===== src/rtl/chunked_add_sequencer.sv =====
// chunked_add_sequencer
//
// Multi-cycle WIDTH-bit add/subtract built from one CHUNK-bit ripple-carry
// slice that is reused over N = WIDTH/CHUNK beats, with the carry held in a
// register between beats.
//
// Ports:
//   clk, rst            rising-edge clock, synchronous active-high reset
//   in_valid / in_ready operand handshake (a, b, cin, sub)
//   a, b                WIDTH-bit operands
//   cin                 carry-in, used only for addition
//   sub                 0: a + b + cin, 1: a - b (a + ~b + 1)
//   out_valid/out_ready result handshake (sum, cout, ovf)
//   sum                 WIDTH-bit result, meaningful only while out_valid=1
//   cout                carry out of the top bit (1 = no borrow when sub=1)
//   ovf                 two's-complement signed overflow
module chunked_add_sequencer #(
    parameter int WIDTH = 32,
    parameter int CHUNK = 4
) (
    input  logic             clk,
    input  logic             rst,
    input  logic             in_valid,
    output logic             in_ready,
    input  logic [WIDTH-1:0] a,
    input  logic [WIDTH-1:0] b,
    input  logic             cin,
    input  logic             sub,
    output logic             out_valid,
    input  logic             out_ready,
    output logic [WIDTH-1:0] sum,
    output logic             cout,
    output logic             ovf
);

    localparam int N    = WIDTH / CHUNK;
    localparam int IDXW = (N > 1) ? $clog2(N) : 1;
    localparam logic [IDXW-1:0] LAST = IDXW'(N - 1);

    typedef enum logic [1:0] {
        IDLE = 2'd0,
        RUN  = 2'd1,
        DONE = 2'd2
    } state_t;

    state_t            state;
    state_t            next_state;
    logic [WIDTH-1:0]  opa;
    logic [WIDTH-1:0]  opb;
    logic              carry;
    logic [IDXW-1:0]   idx;
    logic [WIDTH-1:0]  sum_r;
    logic              cout_r;
    logic              ovf_r;
    logic [31:0]       base;
    logic [CHUNK-1:0]  chunk_a;
    logic [CHUNK-1:0]  chunk_b;
    logic [CHUNK:0]    slice;

    // State register: the only place the FSM state is stored.
    always_ff @(posedge clk) begin
        if (rst) begin
            state <= IDLE;
        end else begin
            state <= next_state;
        end
    end

    // Next-state logic: one beat per RUN cycle, leave RUN on the last chunk,
    // and hold DONE until the consumer takes the result.
    always_comb begin
        next_state = state;
        case (state)
            IDLE: if (in_valid)     next_state = RUN;
            RUN:  if (idx == LAST)  next_state = DONE;
            DONE: if (out_ready)    next_state = IDLE;
            default:                next_state = IDLE;
        endcase
    end

    // Output decode: handshake outputs come from the registered state only;
    // in_ready is also held low while reset is asserted.
    always_comb begin
        in_ready  = (state == IDLE) && !rst;
        out_valid = (state == DONE);
    end

    // The shared adder slice: picks the current chunk of both operands and
    // adds it with the carry left over from the previous beat.
    always_comb begin
        base    = 32'(idx) * 32'(CHUNK);
        chunk_a = opa[base +: CHUNK];
        chunk_b = opb[base +: CHUNK];
        slice   = {1'b0, chunk_a} + {1'b0, chunk_b} + {{CHUNK{1'b0}}, carry};
    end

    // Datapath: operands are captured once at acceptance (b pre-inverted for
    // subtraction, so the slice only ever adds), then one chunk of the result
    // is written per RUN beat. The final beat also produces cout and ovf,
    // where ovf compares the sign bits of opa, the post-inversion opb and the
    // top result bit coming out of the slice on that same beat.
    always_ff @(posedge clk) begin
        if (rst) begin
            opa    <= '0;
            opb    <= '0;
            carry  <= 1'b0;
            idx    <= '0;
            sum_r  <= '0;
            cout_r <= 1'b0;
            ovf_r  <= 1'b0;
        end else begin
            case (state)
                IDLE: begin
                    if (in_valid) begin
                        opa   <= a;
                        opb   <= sub ? ~b : b;
                        carry <= sub ? 1'b1 : cin;
                        idx   <= '0;
                    end
                end
                RUN: begin
                    sum_r[base +: CHUNK] <= slice[CHUNK-1:0];
                    carry                <= slice[CHUNK];
                    if (idx == LAST) begin
                        cout_r <= slice[CHUNK];
                        ovf_r  <= (opa[WIDTH-1] == opb[WIDTH-1]) &&
                                  (slice[CHUNK-1] != opa[WIDTH-1]);
                    end else begin
                        idx <= idx + 1'b1;
                    end
                end
                default: ;
            endcase
        end
    end

    assign sum  = sum_r;
    assign cout = cout_r;
    assign ovf  = ovf_r;

endmodule

===== config.mk =====
export PLATFORM = sky130hd
export DESIGN_NAME = chunked_add_sequencer
export DESIGN_NICKNAME = d
export VERILOG_FILES = /design/src/rtl/chunked_add_sequencer.sv
export SDC_FILE = /design/constraint.sdc
export NUM_CORES = 1
export LEC_CHECK = 0
export CELL_PAD_IN_SITES_DETAIL_PLACEMENT = 0
export CELL_PAD_IN_SITES_GLOBAL_PLACEMENT = 2
export CORE_UTILIZATION = 30
export CTS_CLUSTER_DIAMETER = 60
export CTS_CLUSTER_SIZE = 14
export DETAILED_ROUTE_END_ITERATION = 8
export PLACE_DENSITY_LB_ADDON = 0.1
export SLEW_MARGIN = 20
export SYNTH_ARGS = -nofsm -noshare
export SYNTH_HDL_FRONTEND = slang
export SYNTH_SLANG_ARGS = --single-unit

===== constraint.sdc =====
create_clock -name clk -period 3.9 [get_ports clk]
set_input_delay 0.585 -clock clk [delete_from_list [all_inputs] [get_ports clk]]
set_output_delay 0.585 -clock clk [all_outputs]
set_load 0.01 [all_outputs]

==> flow_metrics.tcl, run 1 <==
set metrics [dict create \
    reg2reg_to "sum[30]" \
    start_util_pct 30.6 \
    globalRoute.totalOverflow 0 \
    globalplace.congestion 0.790 \
    required_ns 4.11 \
    synth_edf_count 0 \
    min_from "opa[26]" \
    avgSynthCellArea_sq_um 9.11 \
    insertion_delay_ns 0.35 \
    seq_area_frac_synth_pct 42.8 \
    placed_area_sq_um 6040 \
    ir_worst_vdd_mv 0.213 \
    cts_setup_buffers 0 \
    timing.clock.skew_ns 0.00910 \
    ctsHoldBuffers 0 \
    synth_top_area_cell "dfxtp_1" \
    async_flop_share_pct 0 \
    die_h_microns 129 \
    wl_per_cell_microns 14.8 \
    ys_seq_elements 104 \
    finalCriticalPeriod_ns 3.21 \
    rows 46 \
    min_path_cells 2 \
    post_cts_resized 0 \
    leakagePower_nw 2.35 \
    die_area_sq_um 16700 \
    worst-setup-path-type "flop to flop" \
    fin_area_sq_um 6330 \
    finalNetCount 694 \
    numPortBuffers 105 \
    start_kind "flop" \
    insertedDiodeCount 0 \
    p_total_mw 2.40 \
    max_freq_ghz 0.312 \
    ant_nets 0 \
    dieWidth_microns 129 \
    clock-root-buffer "clkbuf_16" \
    tritoncts "done" \
    htreeDepth 3 \
    grt_pass1_vias 3800 \
    r2r_cells 10 \
    tightest_slew_ns 0.861 \
    drt-total-wl_microns 12300 \
    clock-sinks 104 \
    fin_ws_ns 0.692 \
    final_cell_mix "dfxtp_1 (104), clkdlybuf4s50_1 (103), nand2_1 (100)" \
    hold_class "flop to flop" \
    slew_viol_final 0 \
    firstDrtPassIters 4 \
    routed_via_density 4.69 \
    core_area_sq_um 15900 \
    netlist.area_leader.share_pct 42.8 \
    route.detailed.drc 0 \
    period_share_pct 82.2 \
    r2r-start "idx[0]" \
    synth_cell_types 46 \
    layout_commonest_cell "dfxtp_1" \
    netlist_instances 534 \
    grt_max_degree 99 \
    cts_made_buffers 9 \
    clockBufferDepth 2 \
    dr_total_vias 3905 \
    antenna_found_initial 0 \
    drive_above_1_share_pct 8.10 \
    min_to "opa[26]" \
    track_usage_pct 15.8 \
    grt_pass1_wl_microns 20100 \
    critPathCaptureType "flop" \
    yosysWarnings 0 \
    rsz0062_at_grt "false" \
    drt_iter0_markers 128 \
    area_growth_syn_to_layout_pct 30.2 \
    worst-path-max-fanout 22 \
    clk_pin_slew_ns 0.08 \
    setup-violations-final 0 \
    yosys-top-cells-area "dfxtp_1 (43%), nand2_1 (7.8%), mux4_2 (7.4%), xnor2_1 (5.9%), nor2_1 (5.6%)" \
    synthFlopType "dfxtp_1" \
    hpwl_microns 8820 \
    p_per_area_nw_per_um2 379 \
    crit_arrival_ns 3.42 \
    hold_ws_ns 0.456 \
    io_pins 106 \
    synth_nets 616 \
    maxCapViolCount 0 \
    detailedPlace.worstSlack_ns 0.665 \
    finalHoldViolCount 0 \
    outcome "complete, no violations" \
    syn_area_sq_um 4870 \
    setup_tns_ns 0 \
    r2r_setup_slack_ns 0.69 \
    relSlewSlack_pct 42.6 \
]
## worst max-delay path by stage
stage | startpoint | endpoint
global route | idx[0] | sum[23]
finish | idx[0] | sum[30]
detailed placement | idx[0] | sum[6]
floorplan | idx[0] | cout
CTS | idx[0] | sum[10]
global placement | idx[0] | sum[6]
## synth_stat cells (all sizes together), types with 3 or more instances
master	instances
dfxtp	104
nand2	101
nor2	72
a21oi	38
a211oi	33
xnor2	33
buf	26
mux2i	22
clkbuf	17
mux4	16
ha	10
inv	7
nand3b	7
o41ai	5
nor3b	4
and4b	3
nand4	3
nor3	3
## power breakdown
group / leakage, nW / switching, mW / total, mW / internal, mW
sequential: 0.851 / 0.0318 / 1.15 / 1.11
combinational: 1.36 / 0.193 / 0.382 / 0.189
clock: 0.139 / 0.429 / 0.877 / 0.448
## metal layers
metal	part of all wire, %	vias up	GRT usage, %
li1	-	1999	-
met1	51	1794	22.0
met2	43	97	23.9
met3	4.7	15	2.93
met4	1.9	0	6.57
met5	0	-	0
## sequential cells by signal (all words and copies together) (netlist names)
signal	flops
opb	32
ovf	1
opa	32
carry	1
cout	1
idx	3
state	2
sum	32
## through the flow
step / utilization (%) / instances
after global routing: 39.9 / 833
final: 39.9 / 833
after CTS: 39.9 / 833
after detailed placement: 38.1 / 817
after floorplan: - / 534
after global placement: 38.1 / 817
## logic make-up after synthesis
family                   share of synthesized area [%]
XOR/XNOR                                          6.12
flip-flops                                        42.8
buffers and inverters                             4.81
AND/OR/NAND/NOR                                   18.3
AO/OA/AOI/OAI                                     12.6
adder cells (fa/ha/maj)                           3.39
multiplexers                                      11.9
## critical path, stage by stage, from the launching register on
cell,delay [ns]
dfxtp_1,0.53
buf_12,0.24
mux4_2,0.51
nand2_1,0.08
nand2_1,0.09
fa_1,0.46
fa_1,0.50
xnor2_1,0.34
nor2_1,0.11
mux2i_1,0.15
nor2_1,0.05
## area by class of cell
| cell class | instances | area [sq um] |
|---|---|---|
| Multi-Input combinational cell | 379 | 2560 |
| Tap cell | 216 | 270 |
| Fill cell | 1649 | 9550 |
| Inverter | 8 | 30.0 |
| Sequential cell | 104 | 2080 |
| Clock inverter | 7 | 62.6 |
| Clock buffer | 9 | 225 |
| Timing Repair Buffer | 110 | 1110 |
Note: power is estimated with default switching activity, not from simulation.
==> run 2: changes to the inputs <==
Settings changed: CORE_UTILIZATION 30 to 27.
Clock period 3.9 ns to 2.8 ns, I/O delays scaled along.
==> run 2 against run 1 <==
Clock power rose by 54%. First-iteration DRC count rose by 59%. Maximum frequency rose by 18%. Critical path type unchanged. Die area rose by 11%. Sequential power rose by 39%. Flip-flop and latch count did not move. Largest power group unchanged.
==> flow_metrics.tcl, run 2 (synthesis gave the netlist of run 1 again) <==
set metrics [dict create \
    leakagePower_nw 2.52 \
    final_cell_mix "clkdlybuf4s50_1 (103), dfxtp_1 (102), nand2_1 (96)" \
    regArea_sq_um 2090 \
    drive_above_1_share_pct 14.7 \
    track_usage_pct 14.7 \
    clock-root-buffer "clkbuf_16" \
    io_pins 106 \
    clockBufferDepth 2 \
    tritoncts "done" \
    ant_nets 0 \
    utilization_pct 38.2 \
    maxCapViolCount 0 \
    detailedPlace.worstSlack_ns -0.0939 \
    hpwl_microns 9530 \
    crit_path_cell_trace "buf_4, buf_4, buf_4, mux4_2, nand2_2, nand2_4, ha_4, a211oi_2, buf_4, o21ba_2, or2_4, o41ai_2" \
    p_switching_mw 0.885 \
    cp_num_buf_inv 4 \
    core_area_sq_um 17500 \
    grt_max_degree 112 \
    start_kind "flop" \
    intPower_mw 2.67 \
    globalplace.congestion 0.779 \
    die_h_microns 136 \
    cp_top_family "compound AO/OA/AOI/OAI gates" \
    finalNetCount 717 \
    max_freq_ghz 0.369 \
    numPortBuffers 105 \
    insertion_delay_ns 0.35 \
    htreeDepth 3 \
    rsz0062_at_grt "true" \
    rows 48 \
    p_seq_share_pct 45.0 \
    ir_worst_vdd_mv 0.302 \
    required_ns 3.05 \
    finalCriticalPeriod_ns 2.71 \
    layout_commonest_cell "clkdlybuf4s50_1" \
    route.detailed.drc 0 \
    critPathMostFrequentCell "buf_4" \
    wl_per_cell_microns 15.0 \
    clk_pin_slew_ns 0.07 \
    area_growth_syn_to_layout_pct 37.1 \
    hold_ws_ns 0.456 \
    p_sw_share_pct 24.9 \
    tightest_slew_ns 0.873 \
    relSlewSlack_pct 41.8 \
    insertedDiodeCount 0 \
    worst-setup-path-type "flop to flop" \
    grt_pass1_wl_microns 21000 \
    antenna_found_initial 0 \
    grt_pass1_vias 3899 \
    finalHoldViolCount 0 \
    multi_input_area_sq_um 2660 \
    dieWidth_microns 136 \
    combinationalPowerShare_pct 17.0 \
    drt_iter0_markers 204 \
    timing.clock.skew_ns 0.0101 \
    period_share_pct 96.8 \
    worst-path-max-fanout 7 \
    firstDrtPassIters 4 \
    cpPeakStageDelay_ns 0.38 \
    crit_slowest_cell "dfxtp_4" \
    crit_arrival_ns 2.96 \
    dr_total_vias 3966 \
    start_util_pct 27.8 \
    outcome "complete, no violations" \
    critPathCaptureType "flop" \
    setup-violations-final 0 \
    clkPwrFrac_pct 38.1 \
    cts_made_buffers 9 \
    fin_ws_ns 0.0893 \
    drt-total-wl_microns 12900 \
    die_area_sq_um 18600 \
    routed_via_density 4.58 \
    p_per_area_nw_per_um2 533 \
    clock-sinks 104 \
    globalRoute.totalOverflow 0 \
    fill_cells 1772 \
    slew_viol_final 0 \
    hold_class "flop to flop" \
]
## run 2: changes by cell type in the layout (fill, tap and decap cells not counted), sizes merged
cell	previous run	this run
bufinv	0	2
clkinvlp	1	0
clkbuf	9	13
buf	7	30
inv	12	7
## run 2: layout make-up
cell class | count | share of cell area (%)
clock buffer | 13 | 3.75
multi-input combinational | 379 | 39.9
timing repair buffer | 133 | 19.5
sequential | 104 | 31.3
tap | 225 | 4.22
clock inverter | 3 | 0.975
inverter | 8 | 0.450
## run 2: path summary, 6_finish.rpt
kind              startpoint       to  slack, ns  cells past startpoint
setup / recovery      idx[0]  sum[23]       0.09                     12
hold / removal       opa[11]  opa[11]       0.46                      2
setup reg to reg      idx[0]  sum[23]       0.09                     12
hold reg to reg      opa[11]  opa[11]       0.46                      2
## run 2: tightest hold or removal path: stages, from the launching register on
cell and delay, ns:
dfxtp_1 0.31, nand2_1 0.05, a21oi_1 0.05
## run 2: timing repair
item	CTS	global route
hold buffers	0	0
endpoints found under the setup margin	11	22
setup buffers	0	8
gates resized for setup	2	26
pin swaps	0	6
## run 2: per-layer routing
layer | up-vias | track usage (%) | wire length (microns)
met5 | - | 0 | 0
met4 | 0 | 6.05 | 182
met3 | 13 | 2.50 | 439
met2 | 71 | 22.5 | 5760
met1 | 1848 | 20.5 | 6560
li1 | 2034 | - | -
## run 2: metrics by stage
stage	instances	TNS, ns	power [mW]	area [sq um]
final	865	0	3.56	6670
after global routing	865	-0.0428	3.74	6670
after CTS	857	0	3.57	6500
after detailed placement	841	-0.316	2.21	6180
after global placement	841	-0.0165	2.21	6180
after floorplan	534	0	1.97	4880
## run 2: power by group through the flow
stage	sequential (mW)	combinational [mW]	clock, mW
after global placement	1.64	0.568	0
after detailed placement	1.64	0.573	0
after global routing	1.61	0.668	1.47
after CTS	1.60	0.577	1.39
final	1.60	0.604	1.35
after floorplan	1.61	0.353	0
==> run 3: changes to the inputs <==
Settings changed: CORE_UTILIZATION 27 to 30.
Clock period 2.8 ns to 2.85 ns, I/O delays scaled along.
==> run 3 against run 2 <==
Flip-flop and latch count unchanged. Utilization rose by 3.2 points. Largest power group unchanged. Critical path depth shrank 4. Count of clock-buffer cells in the layout stayed put. Clock skew is 0.0039 ns lower. Critical path type unchanged. Die area is 9.9% lower. Sequential power is essentially flat. Register-to-register slack about the same.
==> flow_metrics.tcl, run 3 (synthesis gave the netlist of run 1 again) <==
set metrics [dict create \
    drive_above_1_share_pct 12.8 \
    cp_num_buf_inv 0 \
    min_to "opa[19]" \
    fin_area_sq_um 6570 \
    antenna_found_initial 0 \
    finalNetCount 711 \
    insertedDiodeCount 0 \
    track_usage_pct 16.3 \
    crit_path_cell_trace "mux4_2, nand2_2, nand2_2, fa_2, a211oi_2, nor3b_2, or4_1, a311oi_1" \
    route.detailed.drc 0 \
    cp_top_family "simple AND/OR/NAND/NOR gates" \
    dp.cells 829 \
    core_area_sq_um 15900 \
    finalHoldViolCount 0 \
    p_per_area_nw_per_um2 510 \
    ant_nets 0 \
    globalplace.congestion 0.769 \
    start_kind "flop" \
    maxCapViolCount 0 \
    dieWidth_microns 129 \
    layout_commonest_cell "clkdlybuf4s50_1" \
    layoutNonFillerInstCount 850 \
    clockBufferDepth 2 \
    fin_ws_ns 0.0875 \
    tightest_slew_ns 0.883 \
    utilization_pct 41.4 \
    critPathCaptureType "flop" \
    hpwl_microns 9170 \
    timing.clock.skew_ns 0.00622 \
    fill_cells 1625 \
    htreeDepth 3 \
    rows 46 \
    period_share_pct 96.9 \
    globalRoute.totalOverflow 0 \
    outcome "complete, no violations" \
    final_cell_mix "clkdlybuf4s50_1 (103), dfxtp_1 (102), nand2_1 (95)" \
    r2r-start "idx[0]" \
    die_area_sq_um 16700 \
    relSlewSlack_pct 41.1 \
    finalCriticalPeriod_ns 2.76 \
    start_util_pct 30.6 \
    rsz0062_at_grt "true" \
    hold_ws_ns 0.458 \
    reg2reg_to "ovf" \
    setup-violations-final 0 \
    firstDrtPassIters 6 \
    max_freq_ghz 0.362 \
    dr_total_vias 3960 \
    die_h_microns 129 \
    placed_area_sq_um 6170 \
    clk_pin_slew_ns 0.07 \
    cpPeakStageDelay_ns 0.54 \
    hold_class "flop to flop" \
    ir_worst_vdd_mv 0.290 \
    required_ns 3.11 \
    numPortBuffers 105 \
    grt_pass1_vias 3805 \
    grt_pass1_wl_microns 20700 \
    io_pins 106 \
    setup_tns_ns 0 \
    crit_arrival_ns 3.03 \
    min_path_cells 2 \
    clock-root-buffer "clkbuf_16" \
    r2r_setup_slack_ns 0.09 \
    grt_max_degree 112 \
    cts_made_buffers 9 \
    tritoncts "done" \
    clock-sinks 104 \
    drt_iter0_markers 243 \
    critPathMostFrequentCell "nand2_2" \
    routed_via_density 4.66 \
    p_total_mw 3.35 \
    ctsHoldBuffers 0 \
    slew_viol_final 0 \
    insertion_delay_ns 0.35 \
    worst-setup-path-type "flop to flop" \
    min_from "opa[19]" \
    worst-path-max-fanout 7 \
    drt-total-wl_microns 12700 \
    wl_per_cell_microns 15.0 \
    crit_slowest_cell "mux4_2" \
    area_growth_syn_to_layout_pct 35.0 \
    r2r_cells 8 \
    detailedPlace.worstSlack_ns -0.0826 \
    leakagePower_nw 2.46 \
]
run 3: cell count changes in the layout (fill, tap and decap cells not counted), moves of 3 or more:
| cell | previous run | this run |
|---|---|---|
| o41ai_1 | 1 | 4 |
| buf_12 | 3 | 6 |
| nor2_2 | 5 | 2 |
| buf_4 | 24 | 15 |
| nor2_1 | 67 | 70 |
run 3: repair_timing:
item | CTS | global route
endpoints found under the setup margin | 21 | 22
pin swaps | 0 | 9
hold endpoints to repair | 0 | 0
resized for setup | 2 | 20
buffers inserted | 0 | 6
gates cloned | 0 | 0
run 3: layout make-up:
type | count | area, sq um | share of cell area, %
multi-input cells | 379 | 2600 | 39.6
flip-flops and latches | 104 | 2090 | 31.8
repair buffers | 127 | 1290 | 19.7
clock buffers | 13 | 270 | 4.11
well taps | 216 | 270 | 4.11
inverters | 8 | 30.0 | 0.457
clock inverters | 3 | 15.0 | 0.228
run 3: tightest hold or removal path, delay by kind of cell, from the launching register on:
kind / cells / cell delay, ns
AOI/OAI and AO/OA: 1 / 0.05
DFF: 1 / 0.31
and+or+nand+nor: 1 / 0.05
run 3: worst max-delay path by stage:
stage | cells past startpoint | slack [ns] | start | to
floorplan | 11 | 0.04 | idx[1] | cout
global placement | 9 | 0.03 | idx[0] | cout
detailed placement | 8 | -0.08 | idx[0] | sum[23]
CTS | 10 | 0.01 | idx[0] | sum[22]
global route | 8 | -0.05 | idx[0] | ovf
finish | 8 | 0.09 | idx[0] | ovf
run 3: layer usage:
layer	vias up	share of wire (%)	GRT usage, %
li1	2032	-	-
met5	-	0	0
met4	0	1.8	6.99
met3	15	3.5	2.52
met2	80	43	23.6
met1	1833	52	23.7
run 3: report_power, final:
| part | switching [mW] | leakage [nW] | internal (mW) | total [mW] |
|---|---|---|---|---|
| Clock | 0.540 | 0.145 | 0.661 | 1.20 |
| Sequential | 0.0511 | 0.852 | 1.52 | 1.58 |
| Combinational | 0.274 | 1.46 | 0.302 | 0.576 |
| Total | 0.865 | 2.46 | 2.49 | 3.35 |
